[src/rtl/uart_tx.sv]
// 8N1 serial transmitter: one byte per valid/ready handshake, LSB first,
// line idles high, bit period of CLKS_PER_BIT clocks from an internal baud counter.
module uart_tx #(
  parameter int CLKS_PER_BIT = 10417
) (
  input  logic       clock,
  input  logic       resetn,
  input  logic [7:0] tx_data,
  input  logic       tx_valid,
  output logic       tx_ready,
  output logic       tx,
  output logic       tx_done
);

  localparam int            CW       = $clog2(CLKS_PER_BIT);
  localparam logic [CW-1:0] LAST_CNT = CW'(CLKS_PER_BIT - 1);
  localparam logic [CW-1:0] CNT_ONE  = CW'(1);

  typedef enum logic [1:0] {
    IDLE,
    START,
    DATA,
    STOP
  } state_t;

  state_t        state, state_next;
  logic [CW-1:0] baud_cnt, baud_cnt_next;
  logic [2:0]    bit_idx, bit_idx_next;
  logic [7:0]    shift_reg, shift_next;
  logic          tx_next, tx_done_next;
  logic          bit_end;

  assign bit_end  = (baud_cnt == LAST_CNT);
  assign tx_ready = (state == IDLE);

  // NOTE: every variable gets a default before the case so no latch is inferred.
  always_comb begin
    state_next    = state;
    baud_cnt_next = baud_cnt;
    bit_idx_next  = bit_idx;
    shift_next    = shift_reg;

    unique case (state)
      IDLE: begin
        if (tx_valid) begin
          shift_next    = tx_data;
          baud_cnt_next = '0;
          state_next    = START;
        end
      end
      START: begin
        if (bit_end) begin
          baud_cnt_next = '0;
          bit_idx_next  = 3'd0;
          state_next    = DATA;
        end else begin
          baud_cnt_next = baud_cnt + CNT_ONE;
        end
      end
      DATA: begin
        if (bit_end) begin
          baud_cnt_next = '0;
          if (bit_idx == 3'd7) state_next = STOP;
          else                 bit_idx_next = bit_idx + 3'd1;
        end else begin
          baud_cnt_next = baud_cnt + CNT_ONE;
        end
      end
      STOP: begin
        if (bit_end) begin
          baud_cnt_next = '0;
          state_next    = IDLE;
        end else begin
          baud_cnt_next = baud_cnt + CNT_ONE;
        end
      end
      default: state_next = IDLE;
    endcase

    // Line level and done pulse are decoded from the next state so the
    // registered outputs line up with the state they describe.
    unique case (state_next)
      START:   tx_next = 1'b0;
      DATA:    tx_next = shift_next[bit_idx_next];
      default: tx_next = 1'b1;
    endcase
    tx_done_next = (state_next == STOP) && (baud_cnt_next == LAST_CNT);
  end

  // NOTE: sequential state uses non-blocking assignments so all registers update together.
  always_ff @(posedge clock) begin
    if (!resetn) begin
      state     <= IDLE;
      baud_cnt  <= '0;
      bit_idx   <= '0;
      // NOTE: the shift register is reset too, so no stale byte survives an aborted frame.
      shift_reg <= '0;
      tx        <= 1'b1;
      tx_done   <= 1'b0;
    end else begin
      state     <= state_next;
      baud_cnt  <= baud_cnt_next;
      bit_idx   <= bit_idx_next;
      shift_reg <= shift_next;
      tx        <= tx_next;
      tx_done   <= tx_done_next;
    end
  end

endmodule

[config.mk]
export PLATFORM = sky130hd
export DESIGN_NAME = uart_tx
export DESIGN_NICKNAME = d
export VERILOG_FILES = /design/src/rtl/uart_tx.sv
export SDC_FILE = /design/constraint.sdc
export NUM_CORES = 1
export LEC_CHECK = 0
export BUFFER_PORTS_ARGS = -buffer_cell sky130_fd_sc_hd__clkbuf_2
export CAP_MARGIN = 20
export CORE_UTILIZATION = 64
export CTS_CLUSTER_DIAMETER = 120
export DETAILED_ROUTE_END_ITERATION = 16
export PLACE_DENSITY = 0.84
export SKIP_CTS_REPAIR_TIMING = 1
export SYNTH_ARGS = -nofsm -noshare
export SYNTH_HDL_FRONTEND = slang
export SYNTH_SLANG_ARGS = --single-unit
[constraint.sdc]
create_clock -name clock -period 5.7 [get_ports clock]
set_input_delay 0.285 -clock clock [delete_from_list [all_inputs] [get_ports clock]]
set_output_delay 0.285 -clock clock [all_outputs]
set_load 0.005 [all_outputs]
==> results of run 1 <==
==> tightest hold or removal path: stages <==
cell and delay, ns:
clkbuf_2 0.09, nand2_1 0.05, a21oi_1 0.05
==> cell usage after synthesis, drive strengths merged (4+ instances only) <==
cell type,instances
nand2,38
dfxtp,29
a21oi,21
nor2,19
o21ai,16
nand3,10
clkbuf,8
nor3,8
ha,7
and2,6
inv,6
and3,5
buf,5
mux4,4
==> logic make-up (layout without fill, tap and decap cells) <==
group                      Yosys count  after routing  synth area share, %
DFF                                 29             29                 31.3
AOI/OAI and AO/OA                   61             61                 21.3
buffers and inverters               20             28                 5.12
muxes                                4              4                 4.85
xor gates and xnor gates             3              3                 1.42
adders and majority gates            7              7                 4.72
and+or+nand+nor                    106            106                 31.3
==> per-layer routing <==
metal / GRT usage [%] / vias up / wire, µm
met5: 0 / - / 0
met4: 14.3 / 0 / 97
met3: 7.91 / 11 / 315
met2: 40.4 / 50 / 1910
met1: 41.3 / 807 / 1870
li1: - / 844 / -
==> power groups by stage <==
stage	sequential (mW)	clock (mW)	combinational [mW]
after floorplan	0.217	0	0.0446
final	0.213	0.176	0.0617
after global routing	0.214	0.185	0.0683
after detailed placement	0.218	0	0.0603
after CTS	0.213	0.178	0.0610
after global placement	0.217	0	0.0596
==> final cells by class <==
cell class / instances / area (µm²) / share of cell area [%]
clock inverters: 3 / 46.3 / 2.34
flip-flops and latches: 29 / 581 / 29.4
multi-input cells: 181 / 1180 / 59.8
well taps: 31 / 38.8 / 1.96
clock buffers: 5 / 37.5 / 1.90
inverters: 7 / 26.3 / 1.33
repair buffers: 13 / 65.1 / 3.29
==> worst max path at each step <==
stage,end,from,slack (ns)
4_1_cts,tx$_SDFF_PN1_,state[0]$_SDFF_PN0_,3.15
3_5_place_dp,tx$_SDFF_PN1_,state[0]$_SDFF_PN0_,3.17
3_3_place_gp,tx$_SDFF_PN1_,state[0]$_SDFF_PN0_,3.21
5_1_grt,tx_done$_SDFF_PN0_,state[0]$_SDFF_PN0_,3.00
6_report,tx$_SDFF_PN1_,state[0]$_SDFF_PN0_,3.11
2_1_floorplan,tx$_SDFF_PN1_,state[0]$_SDFF_PN0_,3.49
==> results.md, run 1 <==
- Status: complete, no violations
- Netlist cell types: 52
- Synth Instances: 230
- Worst reg2reg path depth: 9
- H-tree depth: 2
- Crit end category: flop
- Hold_sp: tx_data[5]
- Nets: 255
- Int Power: 325 µW
- Most frequent cells in the layout: 38 x nand2_1, 29 x dfxtp_1, 21 x a21oi_1
- MaxCap Viol Count: 0
- Synth warn: 0
- DRT Pass-1 Iters: 4
- Clock Latency Late Sink: 0.35 ns
- Final period utilization: 45.4%
- Pwr dens: 228 mW/mm²
- Placed Area: ~0.0019 mm²
- Finished Core Util: 71.6%
- FF+latch count, synth: 29
- Largest net degree at the start of global routing: 27
- Gpl congestion: around 0.85
- GR Overflow Total: 0
- Flop pwr share: about 47%
- Top_reg_cell synth: dfxtp_1
- Worst reg2reg path endpoint: tx$_SDFF_PN1_
- Reg clk slew, reported paths: 0.10 ns
- # diodes: 0
- Syn_nets: 248
- Number of synthesized flops with an enable pin: 0
- Fmax: around 0.39 GHz
- Die Wd: 55.9 µm
- Vias/cell: 6.36
- Post-synth top area cell: dfxtp_1
- CP Class: reg -> reg
- Worst r2r src: state[0]$_SDFF_PN0_
- Static leakage: about 0.72 nW
- Drt drc: 0
- Pre-CTS setup slack: 3.17 ns
- Yosys top cell area share: 31.3%
- P_sw: 126 µW
- Final total power: 451 µW
- Worst hold endpoint: shift_reg[5]$_SDFF_PN0_
- Layout Skew: 0.0112 ns
- Routed wire length: 4.19 mm
- Vias: 1,712
- First-pass GRT wire length: 7.07 mm
- Worst-path fanout max: 6
- Slew @ Worst Pin: 0.747 ns
- Worst hold stages: 3
- Fin crit period: 2.59 ns
- R2R setup slack: 3.11 ns
- CTS root buf: clkbuf_4
- Initial core utilization: 67.3%
- Switching Share: 28.0%
- Ports: 14
- CTS tree: built
- PortBufs: 13
- Drt initial violations: approximately 110
- CTS max path bufs: 2
- HP Class: in -> reg
- CTS Buf Count: 5
- Final worst slack: slightly above 3 ns
- Placed cell count: 261
- Crit path largest cell delay: between 0.4 and 0.5 ns
- Post-Syn Area: 0.00186 mm²
- Full die area: 0.00312 mm²
- Combinational Power Share: a little over an eighth
- CP startpoint kind: flop
- Layout area overhead: 6.40%
- Number of global-route vias before repair: 1,552
- Core footprint: 0.00276 mm²
- Most used cell, CP: a41oi_1
- Final Setup Violations: 0
- Clk pwr share: 39.1%
- Largest register FFs: 14
- Avg Inst Size Synth: 8.07 µm²
- Layout cell share with drive strength beyond 1: 15.5%
- Fin. Hold Viols: 0
- RSZ-0062 raised after global routing: false
- Worst hold slack: 0.160 ns
- Top cell family by delay on the critical path: compound AO/OA/AOI/OAI gates
- Setup_tns: 0 ns
- Die Ht: 55.9 µm
- DP HPWL: 2.86 mm
- Clk sink count: 29
- ANT nets after route: 0
- Commonest non-fill, non-tap cell in the layout: nand2_1
- Routed length per instance: 15.6 µm
- GRT Resource Usage Total: 29.0%
- Worst path required time: 5.93 ns
- Row count: 19
- Worst vdd ir: 0.227 mV
- Fillers: about 240
- Antenna violations before repair: 0
- Fin area: 0.00198 mm²
- Synth top area cells: dfxtp_1 31%, nand2_1 7.7%, a21oi_1 5.7%
- Register area share after synthesis: 31.3%
- Critical Path, Cell by Cell: inv_1 > ha_1 > and3b_1 > a41oi_1 > nand2_1 > nand3_2 > mux4_2 > a22oi_1 > a41oi_1
- Slowest stage cell on the critical path: dfxtp_1
- Stages on worst setup path: 9
- Critical path arrival: 2.81 ns
- Slew headroom: between 40% and 50%
- Post-synth ARST share: 0%
- Slew Viols, Final: 0
- Worst Path Buf+Inv: 1
- Fin cells: roughly 270
Power figures use the tool's default switching activity.
==> run 2: changes to the inputs <==
- CORE_UTILIZATION: 64 -> 54
- PLACE_DENSITY: 0.84 -> 0.76
- clock period: 5.7 -> 2.15 ns (I/O delays scaled with it)
==> results.md, run 2 (synthesis gave the netlist of run 1 again) <==
- Status: complete, no violations
- Critical path arrival: 2.30 ns (-0.51 ns)
- Slew headroom: 77.5% (+28 points)
- Worst reg2reg path endpoint: tx$_SDFF_PN1_
- CTS root buf: clkbuf_4
- Worst hold endpoint: shift_reg[0]$_SDFF_PN0_
- MaxCap Viol Count: 0 (unchanged)
- RSZ-0062 raised after global routing: true
- Vias: 1,901 (+11%)
- Worst setup path startpoint: baud_cnt[1]$_SDFF_PN0_
- Placed cell count: 310 (+19%)
- Worst-path fanout max: 8 (+2)
- Crit end category: flop
- Grt met3 use: 5.97% (-1.9 points)
- Clk pwr share: 32.9% (-6.2 points)
- Worst reg2reg path depth: 9 (unchanged)
- Layout cell share with drive strength beyond 1: 33.9% (+18 points)
- Routed wire length: 4.98 mm (+19%)
- Clock Latency Late Sink: 0.34 ns (about the same)
- Placed Area: 0.00219 mm² (+16%)
- CP Class: reg -> reg
- Pwr dens: 503 mW/mm² (+120%)
- Flop pwr share: 47.1% (about the same)
- Slew @ Worst Pin: 0.336 ns (-0.411 ns)
- Switching Share: 28.2% (+0.23 points)
- P_sw: 336 µW (+170%)
- GR Overflow Total: 0 (unchanged)
- GRT Resource Usage Total: 28.5% (-0.53 points)
- Routed length per instance: 15.5 µm (-0.33%)
- CTS max path bufs: 2 (unchanged)
- Layout area overhead: 27.5%
- Drt drc: 0 (unchanged)
- Met2 GRT Util: 43.0% (+2.6 points)
- Hold_sp: tx_data[0]
- Nets: 294 (+15%)
- Largest net degree at the start of global routing: 17 (-37%)
- Row count: 20 (+1)
- PortBufs: 13 (unchanged)
- Largest register FFs: 14 (unchanged)
- Fmax: 0.480 GHz (+24%)
- Full die area: 0.00368 mm² (+18%)
- Critical Path, Cell by Cell: inv_2 > ha_4 > nor4bb_4 > and4_4 > a21o_1 > nand3_2 > mux4_2 > a22oi_2 > a41oi_1
- CTS tree: built
- Layout Skew: 0.0172 ns (+0.00603 ns)
- Fin. Hold Viols: 0 (unchanged)
- Commonest non-fill, non-tap cell in the layout: buf_4
- DRT Pass-1 Iters: 4 (unchanged)
- Fin cells: 321 (+19%)
- Drt initial violations: 164 (+45%)
- ANT nets after route: 0 (unchanged)
- Worst r2r src: baud_cnt[1]$_SDFF_PN0_
- DP HPWL: 3.51 mm (+23%)
- CP startpoint kind: flop
- Worst vdd ir: 0.476 mV (+110%)
- Combinational Power Share: 20.0% (+6.3 points)
- Fin area: 0.00237 mm² (+20%)
- Die Wd: 60.6 µm (+8.6%)
- Clk sink count: 29 (unchanged)
- # diodes: 0 (unchanged)
- H-tree depth: 2 (unchanged)
- Grt met1 use: 40.5% (-0.80 points)
- Final Setup Violations: 0 (unchanged)
- Number of global-route vias before repair: 1,685 (+8.6%)
- Ports: 14 (unchanged)
- Crit path largest cell delay: 0.35 ns (-0.11 ns)
- Final period utilization: 96.9% (+52 points)
- Slowest stage cell on the critical path: mux4_2
- Static leakage: 0.929 nW (+29%)
- Reg clk slew, reported paths: 0.11 ns (about the same)
- HP Class: in -> reg
- Antenna violations before repair: 0 (unchanged)
- Worst hold slack: 0.0138 ns (-0.146 ns)
- Int Power: 855 µW (+160%)
- Worst hold stages: 3 (unchanged)
- Core footprint: 0.00315 mm² (+14%)
- Slew Viols, Final: 0 (unchanged)
- First-pass GRT wire length: 7.70 mm (+8.9%)
- Worst path required time: 2.37 ns (-3.56 ns)
- Fillers: 258 (+9.3%)
- Die Ht: 60.6 µm (+8.6%)
- Vias/cell: 5.92 (-6.9%)
- Gr busiest metal: met2
- Initial core utilization: 58.9% (-8.4 points)
- Most frequent cells in the layout: 38 x buf_4, 36 x nand2_1, 24 x dfxtp_1
- CTS Buf Count: 5 (unchanged)
- R2R setup slack: 0.07 ns (-3.05 ns)
- Gpl congestion: 0.913 (+7.5%)
- Fin crit period: 2.08 ns (-0.502 ns)
run 2: cell types whose count changed in the layout (fill, tap and decap cells not counted), moves of 3 or more:
cell / change
ha_1: -3
buf_4: +38
dfxtp_1: -5
dfxtp_2: +5
run 2: worst max-delay path by stage:
stage               slack [ns]  cells past startpoint                  to
floorplan                 0.03                      9       tx$_SDFF_PN1_
global placement         -0.07                      9       tx$_SDFF_PN1_
detailed placement       -0.10                      9       tx$_SDFF_PN1_
CTS                      -0.11                      9       tx$_SDFF_PN1_
global route             -0.08                      9  tx_done$_SDFF_PN0_
finish                    0.07                      9       tx$_SDFF_PN1_
run 2: layout make-up:
cell class	count	area, µm²	area share, %
well taps	44	55.1	2.33
repair buffers	52	360	15.2
multi-input cells	181	1270	53.6
flip-flops and latches	29	587	24.8
clock buffers	7	65.1	2.75
inverters	7	26.3	1.11
clock inverters	1	5.00	0.211
run 2: critical path, delay by kind of cell, from the launching register on:
family | cells | cell delay, ns
simple gates | 3 | 0.64
buf+inv | 1 | 0.06
compound gates | 3 | 0.47
mux | 1 | 0.35
fa+ha+maj | 1 | 0.13
flops | 1 | 0.33
run 2: per-layer routing:
metal | vias up | wire, µm
li1 | 927 | -
met1 | 895 | 2260
met2 | 72 | 2300
met3 | 7 | 371
met4 | 0 | 54
met5 | - | 0
run 2: power groups by stage:
stage	logic, mW	registers, mW	clock network, mW
floorplan	0.120	0.574	0
global placement	0.210	0.572	0
detailed placement	0.213	0.572	0
CTS	0.214	0.560	0.397
global route	0.258	0.563	0.425
finish	0.238	0.561	0.392
run 2: per-stage QoR:
stage | worst slack (ns) | utilization (%) | setup TNS (ns) | power, mW
3_3_place_gp | -0.0694 | 69.3 | -0.0694 | 0.782
6_report | 0.0663 | 75.1 | 0 | 1.19
5_1_grt | -0.0759 | 75.1 | -0.132 | 1.25
4_1_cts | -0.114 | 71.5 | -0.150 | 1.17
3_5_place_dp | -0.101 | 69.3 | -0.114 | 0.785
2_1_floorplan | 0.0255 | - | 0 | 0.694
==> run 3: changes to the inputs <==
- clock period: 2.15 -> 1.7 ns (I/O delays scaled with it)
==> results.md, run 3 (synthesis gave the netlist of run 1 again) <==
- Status: finished with violations
- Violated checks: hold timing, setup timing
- Layout cell share with drive strength beyond 1: 42.9% (+9.0 points)
- Grt met3 use: 6.61% (+0.64 points)
- Routed wire length: 5.81 mm (+17%)
- Worst hold slack: -0.0194 ns (-0.0333 ns)
- Fin cells: 347 (+8.1%)
- Row count: 20 (unchanged)
- Worst vdd ir: 0.591 mV (+24%)
- Pwr dens: 561 mW/mm² (+11%)
- Ports: 14 (unchanged)
- Switching Share: 29.9% (+1.7 points)
- CTS root buf: clkbuf_4
- Worst hold stages: 3 (unchanged)
- Final period utilization: 127% (+30 points)
- RSZ-0062 raised after global routing: true
- Fin area: 0.00262 mm² (+11%)
- CP Class: reg -> reg
- H-tree depth: 2 (unchanged)
- Int Power: 1.03 mW (+21%)
- Worst-path fanout max: 4 (-4)
- Drt drc: 0 (unchanged)
- ANT nets after route: 0 (unchanged)
- Fin. Hold Viols: 4 (+4)
- GR Overflow Total: 0 (unchanged)
- Fin crit period: 2.16 ns (+0.0796 ns)
- First-pass GRT wire length: 8.12 mm (+5.5%)
- Final total power: 1.47 mW (+23%)
- P_sw: 439 µW (+31%)
- Static leakage: 1.06 nW (+14%)
- Met2 GRT Util: 44.3% (+1.3 points)
- CP startpoint kind: flop
- MaxCap Viol Count: 0 (unchanged)
- Worst reg2reg path depth: 8 (-1)
- Layout area overhead: 41.1%
- Largest net degree at the start of global routing: 26 (+9)
- Largest register FFs: 14 (unchanged)
- Die Ht: 60.6 µm (unchanged)
- Reg clk slew, reported paths: 0.09 ns (-0.02 ns)
- Critical Path, Cell by Cell: buf_4 > and4bb_2 > a41o_4 > nor3_2 > o32ai_1 > and3_1 > nand4_1 > nor4b_2
- Grt met1 use: 42.6% (+2.1 points)
- Final worst slack: -0.463 ns (-0.530 ns)
- Setup_tns: -2.02 ns (-2.02 ns)
- Nets: 320 (+8.8%)
- Antenna violations before repair: 0 (unchanged)
- Pre-CTS setup slack: -0.409 ns (-0.308 ns)
- Flop pwr share: 48.4% (+1.3 points)
- Die Wd: 60.6 µm (unchanged)
- Vias: 2,094 (+10%)
- CTS Buf Count: 5 (unchanged)
- Crit end category: flop
- Worst Path Buf+Inv: 1 (unchanged)
- Slew Viols, Final: 0 (unchanged)
- Top cell family by delay on the critical path: simple AND/OR/NAND/NOR gates
- Clk pwr share: 27.6% (-5.3 points)
- DP HPWL: 3.65 mm (+4.1%)
- Full die area: 0.00368 mm² (unchanged)
- DRT Pass-1 Iters: 8 (+4)
- Finished Core Util: 83.1% (+8.0 points)
- Layout Skew: 0.00606 ns (-0.0111 ns)
- Vias/cell: 6.03 (+1.9%)
- # diodes: 0 (unchanged)
- Fillers: 200 (-22%)
- Stages on worst setup path: 8 (-1)
- CTS max path bufs: 2 (unchanged)
- Fmax: 0.462 GHz (-3.7%)
- Critical path arrival: 2.42 ns (+0.12 ns)
- Placed cell count: 331 (+6.8%)
- Gpl congestion: 0.922 (+0.95%)
- Initial core utilization: 58.9% (unchanged)
- Crit path largest cell delay: 0.40 ns (+0.05 ns)
- Slew @ Worst Pin: 0.335 ns (-0.000482 ns)
- Combinational Power Share: 24.0% (+4.0 points)
- Slowest stage cell on the critical path: dfxtp_1
- CTS tree: built
- Drt initial violations: 306 (+87%)
- Placed Area: 0.00238 mm² (+9.1%)
- Most frequent cells in the layout: 57 x buf_4, 35 x nand2_1, 23 x dfxtp_1
- Slew headroom: 77.5% (about the same)
- HP Class: in -> reg
- PortBufs: 13 (unchanged)
- Gr busiest metal: met2
- Clock Latency Late Sink: 0.34 ns (about the same)
- Number of global-route vias before repair: 1,831 (+8.7%)
- Commonest non-fill, non-tap cell in the layout: buf_4
- GRT Resource Usage Total: 29.8% (+1.3 points)
- Final Setup Violations: 12 (+12)
- Worst path required time: 1.95 ns (-0.42 ns)
- Core footprint: 0.00315 mm² (unchanged)
- Clk sink count: 29 (unchanged)
- Routed length per instance: 16.7 µm (+7.9%)
run 3: changes by cell type in the layout (fill, tap and decap cells not counted), moves of 3 or more:
cell     before  now
and2_1        6    3
and2_4        0    3
buf_4        38   57
buf_6         0    5
o21ai_0      14    8
o21ai_1       2    7
run 3: power groups by stage:
| stage | logic (mW) | clock network [mW] | registers [mW] |
|---|---|---|---|
| after floorplan | 0.162 | 0 | 0.729 |
| after CTS | 0.295 | 0.410 | 0.710 |
| final | 0.352 | 0.406 | 0.711 |
| after global placement | 0.286 | 0 | 0.726 |
| after detailed placement | 0.293 | 0 | 0.726 |
| after global routing | 0.377 | 0.448 | 0.713 |
run 3: worst reg2reg max path, stage by stage (launching register included):
cell and delay [ns]:
dfxtp_1 0.40, buf_4 0.15, and4bb_2 0.27, a41o_4 0.24, nor3_2 0.05, o32ai_1 0.33, and3_1 0.23, nand4_1 0.12
nor4b_2 0.29
run 3: area by class of cell:
| cell class | instances | area, µm² | area share, % |
|---|---|---|---|
| flip-flops and latches | 29 | 591 | 22.5 |
| multi-input cells | 181 | 1320 | 50.2 |
| clock inverters | 2 | 10.0 | 0.382 |
| repair buffers | 78 | 579 | 22.1 |
| well taps | 44 | 55.1 | 2.10 |
| inverters | 7 | 28.8 | 1.10 |
| clock buffers | 6 | 41.3 | 1.58 |
run 3: path summary, 6_finish.rpt:
check	from	end	slack [ns]
setup reg to reg	baud_cnt[13]$_SDFF_PN0_	tx_done$_SDFF_PN0_	-0.46
hold reg to reg	shift_reg[7]$_SDFF_PN0_	shift_reg[7]$_SDFF_PN0_	0.46
setup / recovery	baud_cnt[13]$_SDFF_PN0_	tx_done$_SDFF_PN0_	-0.46
hold / removal	tx_data[1]	shift_reg[1]$_SDFF_PN0_	-0.02
run 3: routing by layer:
metal  wire length [µm]  share of wire, %  vias up
li1                   -                 -      983
met2               2610                45      105
met3                463               8.0       31
met5                  0                 0        -
met4                164               2.8        0
met1               2570                44      975
